### config.mk
export PLATFORM = sky130hd
export DESIGN_NAME = hgei_ctrl
export DESIGN_NICKNAME = d
export VERILOG_FILES = /design/src/rtl/hgei_ctrl_pkg.sv /design/src/rtl/hgei_chan.sv /design/src/rtl/hgei_ctrl.sv
export SDC_FILE = /design/constraint.sdc
export NUM_CORES = 1
export LEC_CHECK = 0
export BUFFER_PORTS_ARGS = -buffer_cell sky130_fd_sc_hd__buf_2
export CAP_MARGIN = 30
export CORE_AREA = 2 2 93 95
export DETAILED_ROUTE_END_ITERATION = 12
export DIE_AREA = 0 0 95 97
export PLACE_DENSITY_LB_ADDON = 0.1
export SYNTH_ARGS = -nofsm -noshare
export SYNTH_HDL_FRONTEND = slang
export SYNTH_HIERARCHICAL = 1
export SYNTH_SLANG_ARGS = --single-unit
### constraint.sdc
create_clock -name clk -period 1.5 [get_ports clk]
set_clock_uncertainty 0.2 [all_clocks]
set_input_delay 0.3 -clock clk [delete_from_list [all_inputs] [get_ports clk]]
set_output_delay 0.3 -clock clk [all_outputs]
set_load 0.01 [all_outputs]
### src/rtl/hgei_ctrl_pkg.sv
// Shared definitions for the guest external interrupt controller: CSR addresses,
// channel limits and the per-channel capture mode.
package hgei_ctrl_pkg;

    localparam logic [11:0] HGEIE_ADDR = 12'h607;
    localparam logic [11:0] HGEIP_ADDR = 12'hE12;

    localparam int XLEN_DEFAULT = 64;
    localparam int GEILEN_MAX   = XLEN_DEFAULT - 1;

    typedef enum logic {
        CHAN_LEVEL = 1'b0,
        CHAN_EDGE  = 1'b1
    } chan_mode_e;

endpackage

### src/rtl/hgei_chan.sv
// One guest external interrupt channel: synchronizer plus pending flop.
// Edge capture and claim-clear are built only when HGEI_EDGE_EN is defined.
module hgei_chan
    import hgei_ctrl_pkg::*;
#(
    parameter int SYNC_STAGES = 2
) (
    input  logic clk,
    input  logic reset,
    input  logic raw_in,
    input  logic edge_mode,
    input  logic claim_clr,
    output logic pend
);

    logic [SYNC_STAGES-1:0] sync_q, sync_d;
    logic                   s;
    logic                   pend_q, pend_d;

    assign s = sync_q[SYNC_STAGES-1];

    always_comb begin
        sync_d = {sync_q[SYNC_STAGES-2:0], raw_in};
    end

`ifdef HGEI_EDGE_EN
    logic       s_dly_q, s_dly_d;
    chan_mode_e mode;

    assign mode = chan_mode_e'(edge_mode);

    // A fresh rising edge beats a same-cycle claim so no interrupt is lost.
    always_comb begin
        s_dly_d = s;
        pend_d  = s;
        if (mode == CHAN_EDGE) begin
            if (s && !s_dly_q) begin
                pend_d = 1'b1;
            end else if (claim_clr) begin
                pend_d = 1'b0;
            end else begin
                pend_d = pend_q;
            end
        end
    end

    always_ff @(posedge clk or posedge reset) begin
        if (reset) begin
            s_dly_q <= 1'b0;
        end else begin
            s_dly_q <= s_dly_d;
        end
    end
`else
    logic unused_inputs;

    assign unused_inputs = edge_mode ^ claim_clr;

    always_comb begin
        pend_d = s;
    end
`endif

    always_ff @(posedge clk or posedge reset) begin
        if (reset) begin
            sync_q <= '0;
            pend_q <= 1'b0;
        end else begin
            sync_q <= sync_d;
            pend_q <= pend_d;
        end
    end

    assign pend = pend_q;

endmodule

### src/rtl/hgei_ctrl.sv
// Guest external interrupt controller: owns hgeie, derives hgeip, SGEIP and VSEIP
// from GEILEN live channels. HGEI_EDGE_EN enables per-channel edge capture.
module hgei_ctrl
    import hgei_ctrl_pkg::*;
#(
    parameter int XLEN        = 64,
    parameter int GEILEN      = 7,
    parameter int SYNC_STAGES = 2
) (
    input  logic              clk,
    input  logic              reset,
    input  logic [GEILEN-1:0] GuestExtIntIn,
    input  logic [GEILEN-1:0] GuestExtIntEdge,
    input  logic              CSRHWriteM,
    input  logic [11:0]       CSRAdrM,
    input  logic [XLEN-1:0]   CSRWriteValM,
    input  logic [5:0]        VGEINM,
    input  logic              ClaimValidM,
    input  logic [5:0]        ClaimIdM,
    output logic [XLEN-1:0]   HGEIEReadM,
    output logic [XLEN-1:0]   HGEIPReadM,
    output logic              SGEIPM,
    output logic              VSEIPM,
    output logic              ClaimAckM,
    output logic              IllegalCSRHGEIM
);

    // Bits 1..GEILEN; the shift saturates cleanly when GEILEN = XLEN-1.
    localparam logic [XLEN-1:0] HGEI_MASK = ~({XLEN{1'b1}} << (GEILEN + 1)) & ~XLEN'(1);

    logic [GEILEN-1:0] pend;
    logic [GEILEN-1:0] claim_clr;
    logic [XLEN-1:0]   hgeip;
    logic [XLEN-1:0]   hgeie_q, hgeie_d;
    logic              sgeip_q, sgeip_d;
    logic              vseip_q, vseip_d;
    logic              claim_ack_q, claim_ack_d;
    logic              claim_take;

    for (genvar g = 0; g < GEILEN; g++) begin : g_chan
        hgei_chan #(
            .SYNC_STAGES(SYNC_STAGES)
        ) u_chan (
            .clk       (clk),
            .reset     (reset),
            .raw_in    (GuestExtIntIn[g]),
            .edge_mode (GuestExtIntEdge[g]),
            .claim_clr (claim_clr[g]),
            .pend      (pend[g])
        );
    end

    // A claim arriving while the previous ack is still high is dropped.
    always_comb begin
        claim_take  = ClaimValidM & ~claim_ack_q;
        claim_ack_d = claim_take;
        for (int i = 0; i < GEILEN; i++) begin
            claim_clr[i] = claim_take && (ClaimIdM == 6'(i + 1));
        end
    end

    always_comb begin
        hgeip              = '0;
        hgeip[GEILEN:1]    = pend;
        hgeie_d            = hgeie_q;
        if (CSRHWriteM && (CSRAdrM == HGEIE_ADDR)) begin
            hgeie_d = CSRWriteValM & HGEI_MASK;
        end
        sgeip_d = |(hgeip & hgeie_q);
        vseip_d = 1'b0;
        for (int i = 1; i <= GEILEN; i++) begin
            if (VGEINM == 6'(i)) begin
                vseip_d = pend[i-1];
            end
        end
    end

    always_ff @(posedge clk or posedge reset) begin
        if (reset) begin
            hgeie_q     <= '0;
            sgeip_q     <= 1'b0;
            vseip_q     <= 1'b0;
            claim_ack_q <= 1'b0;
        end else begin
            hgeie_q     <= hgeie_d;
            sgeip_q     <= sgeip_d;
            vseip_q     <= vseip_d;
            claim_ack_q <= claim_ack_d;
        end
    end

    always_comb begin
        HGEIEReadM      = hgeie_q;
        HGEIPReadM      = hgeip;
        SGEIPM          = sgeip_q;
        VSEIPM          = vseip_q;
        ClaimAckM       = claim_ack_q;
        IllegalCSRHGEIM = ~reset & CSRHWriteM & (CSRAdrM == HGEIP_ADDR);
    end

endmodule
==> reports/results.ini, run 1 <==
[floorplan]
start_util_pct = 23.9
die_x_um = 95
io_pins = 238
std_cell_rows = 33
die_y_um = 97
dieArea_um2 = 9220
core_area_um2 = 8130

[synth]
netlist_instances = 182
yosysWarnings = 6
synth_area_per_cell_um2 = 10.7
netlist_area_um2 = 1950

[detailed_routing]
wl_per_cell_um = 9.46
num_vias = 1085
ant_nets = 0
drcViolationCount = 0
wl_um = 3380
drtIter0Drc = 8
avgViaCountPerCell = 3.04
dr.pass1.iters = 4

[critical_path]
cp_cell_sequence = buf_6 > nor4_4 > nand3_1 > nor4_2 > buf_2
cp_max_fo = 2
path_class = input port to primary output
reg2reg_from = g_chan[6].u_chan/pend
cp.arrival_ns = 1.18
critical_path.endpoint_type = primary output
required_ns = 1.00
reg2reg_to = VSEIPM
cp_slowest_cell = nor4_4
critPathBufInv = 2
crit_family = simple AND/OR/NAND/NOR gates
r2r_cells = 3
start_kind = input port
max_stage_delay_ns = 0.27
path_depth = 5
reg2reg_slack_ns = 0.16

[final_layout]
n_antenna_cell = 0
ff_latch_area_um2 = 776
multi_input_area_um2 = 706
final_cell_area_um2 = 2140
final_cells = 357
area_growth_pct = 10.1
drive_above_1_share_pct = 29.8
fin_nets = 357
fillers = 865
final_util_pct = 26.3

[status]
status = complete, but fails checks
violations = negative setup slack

[power_and_ir_drop]
power.switching_mw = 0.507
ir_drop_mv = 0.530
seq_power_share_pct = 47.3
powerDensity_nw_per_um2 = 873
power_mw = 1.87
comb_power_share_pct = 14.3
pwr-share-clk_pct = 38.5
p_sw_share_pct = 27.1
p_leak_nw = 1.23
p_int_mw = 1.36

[sta]
finalHoldViolations = 0
fmax_mhz = 596
finalSetupTns_ns = -0.177
setup_ws_ns = -0.177
period_needed_ns = 1.68
setup_viol = 1
slew_violations = 0
hold_ws_ns = 0.0405
fin_crit_sh_pct = 112
rsz0062_at_grt = yes

[clocking]
clk_path_buf_depth = 2
clk_latency_ns = 0.28
root_buffer = clkbuf_8
post_cts_buffers = 0
clk_pin_slew_worst_paths_ns = 0.06
clkSinkCount = 31
htreeDepth = 2
cts_buffers = 5
tritoncts = yes

[global_route]
grt_use_total_pct = 7.39
grt_pass1_vias = 945
grt_max_degree = 11
grt_overflow = 0
antenna_found_initial = 0
grt_pass1_wl_um = 5050

[worst_hold_path]
hp-class = input port to register
min_to = VSEIPM
min_from = VGEINM[0]
whs_path_depth = 2

[place]
placed_cells = 341
globalplace.congestion = 0.670
place_area_um2 = 1950
dp_hpwl_um = 2900
dpl_worst_slack_ns = -0.221
port_buffers = 53

[run]
cap_violations = 0

registers in the layout, summed over array words and instances, names as in the netlist:
name / count
HGEIEReadM: 7
ClaimAckM: 1
SGEIPM: 1
VSEIPM: 1
g_chan.u_chan/pend: 7
g_chan.u_chan/sync_q: 14
worst max path at each step:
stage	startpoint	endpoint	slack [ns]
6_report	CSRAdrM[3]	IllegalCSRHGEIM	-0.18
5_1_grt	CSRAdrM[3]	IllegalCSRHGEIM	-0.25
4_1_cts	CSRAdrM[3]	IllegalCSRHGEIM	-0.20
3_5_place_dp	CSRAdrM[3]	HGEIEReadM[5]	-0.22
3_3_place_gp	CSRAdrM[3]	IllegalCSRHGEIM	-0.25
2_1_floorplan	CSRAdrM[3]	HGEIEReadM[1]	-0.02
timing repair:
item / CTS / global route
endpoints found under the hold margin: 28 / 0
hold buffers: 8 / 0
resized for setup: 2 / 0
pin swaps: 0 / 0
setup endpoints to repair: 1 / 1
power by group through the flow:
| stage | registers (mW) | clock network [mW] | logic (mW) |
|---|---|---|---|
| detailed placement | 0.901 | 0 | 0.245 |
| floorplan | 0.902 | 0 | 0.378 |
| global placement | 0.901 | 0 | 0.245 |
| global route | 0.888 | 0.785 | 0.306 |
| CTS | 0.885 | 0.750 | 0.265 |
| finish | 0.884 | 0.720 | 0.267 |
cell type report:
cell class / instances / area share (%)
Clock buffer: 8 / 4.67
Multi-Input combinational cell: 139 / 32.9
Timing Repair Buffer: 64 / 18.3
Sequential cell: 31 / 36.2
Inverter: 10 / 1.75
Tap cell: 105 / 6.13
worst register-to-register path: stages, from the launching register on:
cell and delay [ns]:
dfrtp_1 0.41, mux4_2 0.47, inv_1 0.07, a221oi_1 0.07
metal layers:
layer	global-route usage, %	wire, um	up-vias	share of wire [%]
met1	8.48	1260	487	37
met2	11.8	1610	108	48
met4	2.68	48	0	1.4
met3	3.58	454	6	13
met5	0	0	-	0
li1	-	-	484	-
placed cells by master, fill, tap and decap left out, types with 2 or more instances in the layout:
cell	n
nand3_1	2
a22oi_1	2
dfrtp_1	31
clkbuf_8	7
buf_6	2
buf_4	2
inv_1	10
dlygate4sd3_1	8
conb_1	114
buf_2	51
mux2_4	7
No activity file was read; power rests on OpenSTA's default activity.
==> inputs of run 2 (changes only) <==
- BUFFER_PORTS_ARGS: -buffer_cell sky130_fd_sc_hd__buf_2 -> -buffer_cell sky130_fd_sc_hd__buf_4
- HOLD_SLACK_MARGIN: default -> 0.02
- MAX_ROUTING_LAYER: default -> met4
==> run 2 against run 1 <==
Setup slack worse by 0.019 ns; cell area increased by 7.2%; critical path type unchanged; non-clock buffer count up 1; global-route usage increased by 0.36 points; routed wire length increased by 2.3%; via count shrank 0.65%; maximum frequency is 1.1% lower; register-to-register slack about the same; count of clock-buffer cells in the layout fell by 2; the flow still finishes with violations (negative setup slack); power up 8.3%; critical endpoint unchanged.
==> reports/results.ini, run 2 (synthesized netlist as in run 1, its figures left out) <==
[status]
status = complete, but fails checks  ; unchanged
violations = negative setup slack  ; unchanged

[sta]
setup_viol = 1  ; unchanged
slew_violations = 0  ; unchanged
fin_crit_sh_pct = 113  ; was 112%
period_needed_ns = 1.70  ; was 1.68 ns
rsz0062_at_grt = yes  ; unchanged
fmax_mhz = 590  ; was 596 MHz
setup_ws_ns = -0.196  ; was -0.177 ns
hold_ws_ns = 0.0506  ; was 0.0405 ns
finalHoldViolations = 0  ; unchanged

[final_layout]
fillers = 873  ; was 865
area_growth_pct = 18.1  ; was 10.1%
multi_input_area_um2 = 706  ; unchanged
final_cells = 358  ; was 357
drive_above_1_share_pct = 30.0  ; was 29.8%
n_antenna_cell = 0  ; unchanged
final_cell_area_um2 = 2300  ; was 2140 um^2
ff_latch_area_um2 = 776  ; unchanged
fin_nets = 358  ; was 357
regMostFlops = g_chan.u_chan/sync_q  ; unchanged
largest_reg_flops = 14  ; unchanged
layout_commonest_cell = conb_1  ; unchanged
layout_common_cells = conb_1, buf_4, dfrtp_1, inv_1, dlygate4sd3_1  ; was conb_1, buf_2, dfrtp_1, inv_1, dlygate4sd3_1

[critical_path]
r2r_cells = 3  ; unchanged
cp_max_fo = 2  ; unchanged
critPathBufInv = 2  ; unchanged
cp_cell_sequence = buf_6 > nor4_4 > nand3_1 > nor4_2 > buf_4  ; was buf_6 > nor4_4 > nand3_1 > nor4_2 > buf_2
path_depth = 5  ; unchanged
cp_slowest_cell = nor4_4  ; unchanged
path_class = input port to primary output  ; unchanged
start_kind = input port  ; unchanged
cp.arrival_ns = 1.20  ; was 1.18 ns
crit_family = simple AND/OR/NAND/NOR gates  ; unchanged
max_stage_delay_ns = 0.26  ; was 0.27 ns
critical_path.endpoint_type = primary output  ; unchanged
required_ns = 1.00  ; about the same
reg2reg_slack_ns = 0.16  ; about the same

[power_and_ir_drop]
powerDensity_nw_per_um2 = 882  ; was 873 nW/um^2
p_leak_nw = 1.28  ; was 1.23 nW
ir_drop_mv = 0.452  ; was 0.530 mV

[global_route]
grt_use_total_pct = 7.75  ; was 7.39%
grt.met1_usage_pct = 9.66  ; was 8.48%
grt_pass1_vias = 992  ; was 945
grt_max_degree = 11  ; unchanged
grt_overflow = 0  ; unchanged
antenna_found_initial = 0  ; unchanged
use_met2_pct = 12.0  ; was 11.8%
grt.busiest_layer = met2  ; unchanged
grt_pass1_wl_um = 5200  ; was 5050 um
use_met3_pct = 2.65  ; was 3.58%

[clocking]
clkSinkCount = 31  ; unchanged
cts_buffers = 5  ; unchanged
clk_latency_ns = 0.28  ; about the same
htreeDepth = 2  ; unchanged
root_buffer = clkbuf_8  ; unchanged
clk_path_buf_depth = 2  ; unchanged
tritoncts = yes  ; unchanged
clk_pin_slew_worst_paths_ns = 0.07  ; was 0.06 ns

[detailed_routing]
avgViaCountPerCell = 3.01  ; was 3.04
drtIter0Drc = 17  ; was 8
ant_nets = 0  ; unchanged
drcViolationCount = 0  ; unchanged
num_vias = 1078  ; was 1,085
wl_per_cell_um = 9.65  ; was 9.46 um
wl_um = 3450  ; was 3380 um
dr.pass1.iters = 4  ; unchanged

[floorplan]
die_y_um = 97  ; unchanged
die_x_um = 95  ; unchanged
dieArea_um2 = 9220  ; unchanged
start_util_pct = 23.9  ; unchanged
core_area_um2 = 8130  ; unchanged
std_cell_rows = 33  ; unchanged
io_pins = 238  ; unchanged

[place]
place_area_um2 = 2080  ; was 1950 um^2
dp_hpwl_um = 2920  ; was 2900 um
globalplace.congestion = 0.661  ; was 0.670
port_buffers = 53  ; unchanged
placed_cells = 341  ; unchanged

[run]
cap_violations = 0  ; unchanged

[worst_hold_path]
hp-class = input port to register  ; unchanged
whs_path_depth = 2  ; unchanged

run 2: cell types whose count changed in the layout (fill, tap and decap cells not counted):
cell and delta:
buf_2 -51, clkinv_2 +1, bufinv_16 +1, clkbuf_8 -1
dlygate4sd3_1 +1, clkbuf_1 -1, buf_4 +51
run 2: per-layer routing:
metal,vias to the layer above,share of wire (%)
li1,486,-
met1,483,40
met2,107,49
met3,2,11
met4,0,0.49
met5,-,0
run 2: stage by stage:
step                TNS [ns]  util, %  total power, mW  worst slack [ns]
floorplan             -0.154        -             1.28           -0.0221
global placement       -1.87     25.6             1.18            -0.262
detailed placement     -1.78     25.6             1.18            -0.232
CTS                   -0.215     28.3             2.05            -0.215
global route          -0.277     28.3             2.14            -0.277
finish                -0.196     28.3             2.03            -0.196
run 2: what timing repair did:
item | 4_1_cts | 5_1_grt
hold buffers | 9 | 0
resized for setup | 2 | 0
setup buffers | 0 | 0
endpoints found under the hold margin | 29 | 0
setup endpoints to repair | 1 | 1
pin swaps | 0 | 0
run 2: power breakdown:
part | total, mW | internal [mW] | switching [mW]
Clock | 0.840 | 0.537 | 0.303
Sequential | 0.886 | 0.869 | 0.0170
Combinational | 0.301 | 0.110 | 0.191
Total | 2.03 | 1.52 | 0.511
run 2: final cells by class:
type / instances / area share (%)
timing repair buffer: 65 / 23.1
inverter: 10 / 1.63
tap: 105 / 5.72
clock buffer: 6 / 3.59
multi-input combinational: 139 / 30.7
clock inverter: 2 / 1.52
sequential: 31 / 33.8
run 2: final timing paths:
path	to	startpoint
hold / removal	HGEIEReadM[2]	CSRWriteValM[2]
min in group asynchronous	g_chan[0].u_chan/sync_q[0]	reset
max in group asynchronous	HGEIEReadM[1]	reset
setup reg to reg	VSEIPM	g_chan[2].u_chan/pend
hold reg to reg	g_chan[4].u_chan/sync_q[1]	g_chan[4].u_chan/sync_q[0]
setup / recovery	IllegalCSRHGEIM	CSRAdrM[3]
